$ cat config.mk
export PLATFORM = sky130hd
export DESIGN_NAME = sram_access_ctrl
export DESIGN_NICKNAME = d
export VERILOG_FILES = /design/src/rtl/sram_access_ctrl.sv
export SDC_FILE = /design/constraint.sdc
export NUM_CORES = 1
export LEC_CHECK = 0
export BUFFER_PORTS_ARGS = -buffer_cell sky130_fd_sc_hd__buf_2
export CORE_AREA = 2 2 39 41
export DETAILED_ROUTE_END_ITERATION = 10
export DIE_AREA = 0 0 41 43
export GPL_ROUTABILITY_DRIVEN = 0
export HOLD_SLACK_MARGIN = 0.1
export PLACE_DENSITY = 0.75
export REMOVE_ABC_BUFFERS = 1
export SLEW_MARGIN = 20
export SYNTH_ARGS = -nofsm -noshare
export SYNTH_HDL_FRONTEND = slang
export SYNTH_SLANG_ARGS = --single-unit
export TNS_END_PERCENT = 30
$ cat constraint.sdc
create_clock -name clk -period 2.4 [get_ports clk]
set_input_delay 0.36 -clock clk [delete_from_list [all_inputs] [get_ports clk]]
set_output_delay 0.36 -clock clk [all_outputs]
set_load 0.02 [all_outputs]
$ cat src/rtl/sram_access_ctrl.sv
// sram_access_ctrl: turns a valid/ready request into a setup -> pulse -> hold
// strobe sequence for one SRAM row, driving write data and capturing preout.
module sram_access_ctrl #(
  parameter int ROWS      = 4,
  parameter int COLS      = 1,
  parameter int SETUP_CYC = 1,
  parameter int PULSE_CYC = 1,
  parameter int HOLD_CYC  = 1,
  parameter int AW        = (ROWS > 1) ? $clog2(ROWS) : 1
) (
  input  logic            clk,
  input  logic            rst,
  input  logic            req_valid,
  output logic            req_ready,
  input  logic            req_we,
  input  logic [AW-1:0]   req_addr,
  input  logic [COLS-1:0] req_wdata,
  output logic [COLS-1:0] data_in,
  output logic [ROWS-1:0] row_wr,
  output logic [ROWS-1:0] row_rd,
  input  logic [COLS-1:0] preout,
  output logic [COLS-1:0] rd_data,
  output logic            rd_valid,
  output logic            addr_err
);

  localparam int MAX_SP = (SETUP_CYC > PULSE_CYC) ? SETUP_CYC : PULSE_CYC;
  localparam int MAX_C  = (MAX_SP > HOLD_CYC) ? MAX_SP : HOLD_CYC;
  localparam int CW     = $clog2(MAX_C) + 1;

  localparam logic [CW-1:0]   S_LAST = CW'(SETUP_CYC - 1);
  localparam logic [CW-1:0]   P_LAST = CW'(PULSE_CYC - 1);
  localparam logic [CW-1:0]   H_LAST = CW'(HOLD_CYC - 1);
  localparam logic [ROWS-1:0] ROW0   = ROWS'(1);

  typedef enum logic [1:0] {IDLE, SETUP, PULSE, HOLD} state_e;

  state_e          state_q, state_d;
  logic [CW-1:0]   cnt_q, cnt_d;
  logic            we_q, we_d;
  logic [AW-1:0]   addr_q, addr_d;
  logic            ok_q, ok_d;
  logic [COLS-1:0] data_in_q, data_in_d;
  logic [ROWS-1:0] row_wr_q, row_wr_d;
  logic [ROWS-1:0] row_rd_q, row_rd_d;
  logic [COLS-1:0] rd_data_q, rd_data_d;
  logic            rd_valid_q, rd_valid_d;
  logic            addr_err_q, addr_err_d;
  logic            req_ready_q, req_ready_d;
  logic            addr_ok;

  // Row range check; only a non-power-of-two row count can see a bad address.
  if (ROWS == (1 << AW)) begin : g_full_range
    assign addr_ok = 1'b1;
  end else begin : g_part_range
    assign addr_ok = (req_addr < AW'(ROWS));
  end

  // Phase sequencing plus next values of every registered output. Outputs are
  // derived from the next state so each strobe/flag is a clean flop output.
  always_comb begin
    state_d    = state_q;
    cnt_d      = cnt_q;
    we_d       = we_q;
    addr_d     = addr_q;
    ok_d       = ok_q;
    data_in_d  = data_in_q;
    rd_data_d  = rd_data_q;
    rd_valid_d = 1'b0;
    addr_err_d = 1'b0;
    row_wr_d   = '0;
    row_rd_d   = '0;

    case (state_q)
      IDLE: begin
        if (req_valid) begin
          state_d    = SETUP;
          cnt_d      = S_LAST;
          we_d       = req_we;
          addr_d     = req_addr;
          ok_d       = addr_ok;
          addr_err_d = !addr_ok;
          if (req_we) data_in_d = req_wdata;
        end
      end
      SETUP: begin
        if (cnt_q == '0) begin
          state_d = PULSE;
          cnt_d   = P_LAST;
        end else begin
          cnt_d = cnt_q - CW'(1);
        end
      end
      PULSE: begin
        if (cnt_q == '0) begin
          state_d = HOLD;
          cnt_d   = H_LAST;
          if (!we_q) begin
            rd_data_d  = ok_q ? preout : '0;
            rd_valid_d = 1'b1;
          end
        end else begin
          cnt_d = cnt_q - CW'(1);
        end
      end
      HOLD: begin
        if (cnt_q == '0) begin
          state_d = IDLE;
          cnt_d   = '0;
        end else begin
          cnt_d = cnt_q - CW'(1);
        end
      end
      default: begin
        state_d = IDLE;
        cnt_d   = '0;
      end
    endcase

    if (state_d == PULSE && ok_q) begin
      if (we_q) row_wr_d = ROW0 << addr_q;
      else      row_rd_d = ROW0 << addr_q;
    end

    req_ready_d = (state_d == IDLE);
  end

  // State and output registers with synchronous reset.
  always_ff @(posedge clk) begin
    if (rst) begin
      state_q     <= IDLE;
      cnt_q       <= '0;
      we_q        <= 1'b0;
      addr_q      <= '0;
      ok_q        <= 1'b1;
      data_in_q   <= '0;
      row_wr_q    <= '0;
      row_rd_q    <= '0;
      rd_data_q   <= '0;
      rd_valid_q  <= 1'b0;
      addr_err_q  <= 1'b0;
      req_ready_q <= 1'b1;
    end else begin
      state_q     <= state_d;
      cnt_q       <= cnt_d;
      we_q        <= we_d;
      addr_q      <= addr_d;
      ok_q        <= ok_d;
      data_in_q   <= data_in_d;
      row_wr_q    <= row_wr_d;
      row_rd_q    <= row_rd_d;
      rd_data_q   <= rd_data_d;
      rd_valid_q  <= rd_valid_d;
      addr_err_q  <= addr_err_d;
      req_ready_q <= req_ready_d;
    end
  end

  assign req_ready = req_ready_q;
  assign data_in   = data_in_q;
  assign row_wr    = row_wr_q;
  assign row_rd    = row_rd_q;
  assign rd_data   = rd_data_q;
  assign rd_valid  = rd_valid_q;
  assign addr_err  = addr_err_q;

endmodule

==> results of run 1 <==
-- how the worst max path moves through the flow --
stage | start | endpoint | slack, ns | cells after the start
after floorplan | state_q[1] | row_rd[0] | 1.31 | 4
after global placement | state_q[0] | data_in | 1.24 | 5
after detailed placement | state_q[0] | data_in | 1.21 | 5
after CTS | state_q[0] | data_in | 1.20 | 5
after global routing | state_q[0] | data_in | 1.12 | 5
final | state_q[0] | data_in | 1.20 | 5
-- cells by family (layout without fill, tap and decap cells) --
logic type	Yosys count	count (layout)	synth area share, %
and+or+nand+nor	28	28	23.4
DFF	17	17	55.0
adders and majority gates	5	5	10.1
AOI/OAI and AO/OA	5	5	4.45
buffers and inverters	4	25	3.23
muxes	2	2	3.23
other	1	1	0.605
-- layout make-up --
cell class | count | area [µm²] | share of cell area (%)
Clock inverter | 1 | 5.00 | 0.668
Tap cell | 16 | 20.0 | 2.67
Multi-Input combinational cell | 41 | 259 | 34.6
Inverter | 2 | 7.51 | 1.00
Timing Repair Buffer | 19 | 95.1 | 12.7
Clock buffer | 3 | 22.5 | 3.01
Sequential cell | 17 | 340 | 45.4
-- Yosys cell counts --
cell type,count
a21oi_1,4
and2b_2,1
buf_2,1
buf_4,1
conb_1,1
dfxtp_1,17
ha_1,5
inv_1,2
mux2i_1,2
nand2_1,5
nand2b_1,2
nand3_1,3
nand3b_1,1
nor2_1,10
nor2b_1,3
nor3_1,1
nor3_2,1
o21bai_1,1
or3b_4,1
-- power breakdown --
group          internal, mW  switching [mW]  total [mW]
registers             0.329          0.0284       0.358
logic                 0.101           0.131       0.232
clock network        0.0618          0.0818       0.144
-- metal layers --
| metal | vias to the layer above | global-route usage [%] | part of all wire (%) |
|---|---|---|---|
| met1 | 188 | 11.9 | 41 |
| li1 | 237 | - | - |
| met2 | 19 | 20.9 | 49 |
| met4 | 0 | 4.00 | 0 |
| met3 | 0 | 9.95 | 10 |
| met5 | - | 0 | 0 |
-- metrics by stage --
step | hold WS, ns | power (mW) | setup slack, ns
floorplan | 0.429 | 0.539 | 1.31
global placement | 0.470 | 0.592 | 1.24
detailed placement | 0.487 | 0.601 | 1.21
CTS | 0.304 | 0.748 | 1.20
global route | 0.295 | 0.800 | 1.12
finish | 0.318 | 0.733 | 1.20
-- registers in the layout, summed over array words and instances, names as in the netlist --
name,count
addr_q,2
data_in,1
rd_data,1
rd_valid,1
req_ready,1
row_rd,4
row_wr,4
state_q,2
we_q,1
-- worst reg2reg max path, stage by stage, from the launching register on --
cell and delay [ns]:
dfxtp_1 0.36, inv_1 0.10, ha_1 0.25, nand3_1 0.14, mux2i_1 0.20, nor2_1 0.05
==> results.ini, run 1 <==
[clock_network]
postCtsSetupBuffers = 0
cts-buffers-inserted = 3
cts_num_sinks = 17
cts_tree = yes
clock_pin_slew_on_the_worst_setup_and_hold_paths_ns = 0.09
cts-root-buf = clkbuf_4
ctsHtreeMaxLevel = 1
worstSkewPairLatency_ns = 0.28
cts_hold_buffers = 0
cts_repair_resize_count = 0
clk_path_buf_depth = 2

[logic_synthesis]
syn-instance-count = 62
yosys-top-cells-area = dfxtp_1 (55%), ha_1 (10%), nor2_1 (6.1%)
postSynthRegisterBits = 17
yosys.area.top_type_share_pct = 54.9
synth_cell_type_count = 19
synthesis_warnings = 0
yosysTopAreaCell = dfxtp_1
synth_area_um2 = 619
yosysSeqAreaShare_pct = 54.9
avg_synthesized_cell_area_um2 = 9.99

[setup_path]
crit_required_ns = 2.58
endpoint_kind_of_the_worst_setup_timing_path = flop
critPathMaxFanout = 4
critical_path.n_buffers_inverters = 1
critPathLaunchType = flop
critical_path.top_delay_family = flip-flops
r2r.worst_path.cells = 5
worstReg2RegEnd = data_in
reg2reg_slack_ns = 1.20
max_incr_delay_on_cp_ns = 0.36
worst_path_arrival_ns = 1.37
worstReg2RegStart = state_q[0]
crit_chain = inv_1 > ha_1 > nand3_1 > mux2i_1 > nor2_1
critical-path-slowest-cell = dfxtp_1
worst-setup-path-type = reg2reg

[floorplan]
pin_count = 21
effective_utilization_at_floorplan_pct = 44.8
die_width_um = 41
rows = 14
coreArea_um2 = 1380
die_h_um = 43
dieArea_um2 = 1760

[layout]
final_cell_area_um2 = 749
mostFrequentLayoutCell = buf_2
instances_no_fill = 99
inserted_diodes = 0
final_core_util_pct = 54.2
design.final.nets = 97
post_route_cells_drive_above_1_share_pct = 31.3
final_cell_mix = buf_2 (19), dfxtp_1 (17), nor2_1 (10)
area_growth_pct = 21.0
fillCellCount = 138

[sta]
worst_clock_skew_ns = 0.00138
maxSlewViolCount = 0
final_period_minus_worst_setup_slack_ns = 1.20
maxClockFrequency_mhz = 836
fin_tns_setup_ns = 0
share_of_the_clock_period_used_by_the_worst_path_pct = 49.8
final_hold_viol_count = 0
rsz0062_at_grt = false
timing.final.setup_violations = 0

[placement]
io_buffers = 19
placedInstanceArea_um2 = 722
dp.final_hpwl_um = 739
post-place-cells = 95

[hold_path]
whs_path_depth = 3
hold_start = req_wdata
worst_hold_check_path_type = in2reg
worstHoldEndpoint = data_in

[detailed_routing]
avgViaCountPerCell = 4.48
drt_pass1_iterations = 2
drt_iter0_markers = 2
detail_route.wl_per_cell_um = 9.14
via_count = 444
route.detailed.drc = 0
totalWireLength_um = 905
postRouteAntennaNets = 0

[run_status]
outcome = finished clean

[global_route]
grt_first_pass_wirelength_um = 1500
grt_start_max_net_pins = 12
antenna_found_initial = 0
grt_overflow = 0
groute.usage.overall_pct = 13.0
first_global_vias = 405

[pwr]
p_per_area_nw_per_um2 = 978
power_leakage_nw = 0.360
max-vdd-ir-drop_uv = 510

[run]
max_cap_viol_count = 0

Power figures use the tool's default switching activity.
==> inputs of run 2 (changes only) <==
- CORE_AREA: 2 2 39 41 -> 2 2 42 44
- DIE_AREA: 0 0 41 43 -> 0 0 44 46
- PLACE_DENSITY: 0.75 -> 0.68
- clock period: 2.4 -> 1 ns (I/O delays scaled with it)
==> run 2 against run 1 <==
Net effect:
- setup slack got worse by 1.3 ns
- global-route usage down 0.10 points
- combinational power increased to 3.4 times the previous value
- first-iteration DRC count up 100%
- worst hold slack worse by 0.21 ns
- sequential power grew to 2.5 times the previous value
- the flow now finishes with violations (setup timing)
==> results.ini, run 2 (synthesized netlist as in run 1, its figures left out) <==
[global_route]
grt_overflow = 0  ; unchanged
groute.usage.overall_pct = 12.9  ; was 13.0%
grt_first_pass_wirelength_um = 1850  ; was 1500 µm
grt_start_max_net_pins = 10  ; was 12
antenna_found_initial = 0  ; unchanged
first_global_vias = 478  ; was 405

[detailed_routing]
avgViaCountPerCell = 4.73  ; was 4.48
drt_pass1_iterations = 3  ; was 2
totalWireLength_um = 1130  ; was 905 µm
postRouteAntennaNets = 0  ; unchanged
route.detailed.drc = 0  ; unchanged
detail_route.wl_per_cell_um = 10.7  ; was 9.14 µm
drt_iter0_markers = 4  ; was 2
via_count = 501  ; was 444

[layout]
inserted_diodes = 0  ; unchanged
final_cell_mix = buf_2 (19), dfxtp_1 (15), nor2_1 (9)  ; was buf_2 (19), dfxtp_1 (17), nor2_1 (10)
mostFrequentLayoutCell = buf_2  ; unchanged
area_growth_pct = 36.0  ; was 21.0%
fillCellCount = 168  ; was 138
final_cell_area_um2 = 842  ; was 749 µm²
post_route_cells_drive_above_1_share_pct = 44.9  ; was 31.3%
design.final.nets = 103  ; was 97

[setup_path]
critPathMaxFanout = 4  ; unchanged
reg2reg_slack_ns = -0.12  ; was 1.20 ns
timing.critical_path.from = state_q[1]  ; was state_q[0]
worst-setup-path-type = reg2reg  ; unchanged
worstReg2RegStart = state_q[1]  ; was state_q[0]
crit_required_ns = 1.21  ; was 2.58 ns
endpoint_kind_of_the_worst_setup_timing_path = flop  ; unchanged
critPathLaunchType = flop  ; unchanged
worst_path_arrival_ns = 1.34  ; was 1.37 ns

[pwr]
power_leakage_nw = 0.386  ; was 0.360 nW
p_sw_mw = 0.684  ; was 0.241 mW
internal_power_mw = 1.35  ; was 0.492 mW
combPwrFrac_pct = 38.7  ; was 31.6%
pwr-share-seq_pct = 44.1  ; was 48.8%
switching_part_of_the_total_power_pct = 33.6  ; was 32.8%
p_per_area_nw_per_um2 = 2410  ; was 978 nW/µm²
max-vdd-ir-drop_uv = 1300  ; was 510 µV
clock_power_share_pct = 17.2  ; was 19.6%

[floorplan]
rows = 15  ; was 14
pin_count = 21  ; unchanged
dieArea_um2 = 2020  ; was 1760 µm²
effective_utilization_at_floorplan_pct = 38.4  ; was 44.8%
coreArea_um2 = 1610  ; was 1380 µm²
die_width_um = 44  ; was 41 µm
die_h_um = 46  ; was 43 µm

[placement]
dp.final_hpwl_um = 808  ; was 739 µm
place_ws_ns = -0.196  ; was 1.21 ns
io_buffers = 19  ; unchanged
placedInstanceArea_um2 = 753  ; was 722 µm²

[clock_network]
cts_tree = yes  ; unchanged
cts_num_sinks = 17  ; unchanged
clock_pin_slew_on_the_worst_setup_and_hold_paths_ns = 0.09  ; about the same
cts-root-buf = clkbuf_4  ; unchanged
worstSkewPairLatency_ns = 0.28  ; about the same
cts-buffers-inserted = 3  ; unchanged
ctsHtreeMaxLevel = 1  ; unchanged
clk_path_buf_depth = 2  ; unchanged

[hold_path]
worst_hold_check_path_type = in2reg  ; unchanged
hold_start = req_wdata  ; unchanged

[sta]
final_period_minus_worst_setup_slack_ns = 1.12  ; was 1.20 ns
timing.final.setup_violations = 12  ; was 0
worst_clock_skew_ns = 0.000732  ; was 0.00138 ns
maxSlewViolCount = 0  ; unchanged
maxClockFrequency_mhz = 890  ; was 836 MHz
rsz0062_at_grt = true  ; was false
share_of_the_clock_period_used_by_the_worst_path_pct = 112  ; was 49.8%
postLayoutSetupSlackWorst_ns = -0.124  ; was 1.20 ns
final_hold_viol_count = 0  ; unchanged

[run]
max_cap_viol_count = 0  ; unchanged

[run_status]
violations = setup timing
outcome = finished, violations left  ; was finished clean

==> run 2: critical path: stages, from the launching register on <==
cell,delay [ns]
dfxtp_2,0.34
inv_2,0.09
ha_4,0.13
or3b_4,0.40
nor3_2,0.10
==> run 2: repair_timing <==
item,CTS,global route
setup endpoints to repair,15,13
setup buffers,1,0
resized for setup,10,3
endpoints found under the hold margin,1,0
pin swaps,1,1
hold buffers,1,0
==> run 2: area by class of cell <==
class | instances | area, µm² | share of cell area [%]
clock buffers | 4 | 26.3 | 3.12
inverters | 2 | 10.0 | 1.19
multi-input cells | 41 | 297 | 35.2
flip-flops and latches | 17 | 345 | 41.0
well taps | 17 | 21.3 | 2.53
repair buffers | 25 | 143 | 16.9
==> run 2: power groups by stage <==
stage,Sequential (mW),Clock (mW),Combinational (mW)
2_1_floorplan,0.936,0,0.357
3_3_place_gp,0.871,0,0.628
3_5_place_dp,0.879,0,0.642
4_1_cts,0.890,0.368,0.719
5_1_grt,0.912,0.400,0.872
6_report,0.896,0.350,0.786
==> run 2: path summary, 6_finish.rpt <==
| kind | endpoint | cells past startpoint |
|---|---|---|
| max | row_rd[0] | 4 |
| min | data_in | 3 |
| max reg2reg | row_rd[0] | 4 |
| min reg2reg | we_q | 2 |
==> run 2: stage by stage <==
| stage | setup TNS, ns | util (%) | instances | power (mW) | hold WS [ns] |
|---|---|---|---|---|---|
| 3_3_place_gp | -1.12 | 46.7 | 100 | 1.50 | 0.371 |
| 6_report | -0.884 | 52.2 | 106 | 2.03 | 0.108 |
| 2_1_floorplan | -0.459 | - | 60 | 1.29 | 0.219 |
| 5_1_grt | -1.58 | 52.2 | 106 | 2.18 | 0.100 |
| 3_5_place_dp | -1.65 | 46.7 | 100 | 1.52 | 0.379 |
| 4_1_cts | -0.974 | 51.1 | 106 | 1.98 | 0.107 |
==> run 2: metal layers <==
metal | global-route usage, % | up-vias | routed length (µm)
met2 | 22.6 | 18 | 576
met1 | 13.8 | 227 | 460
li1 | - | 254 | -
met5 | 0 | - | 0
met4 | 7.27 | 0 | 6
met3 | 3.57 | 2 | 86
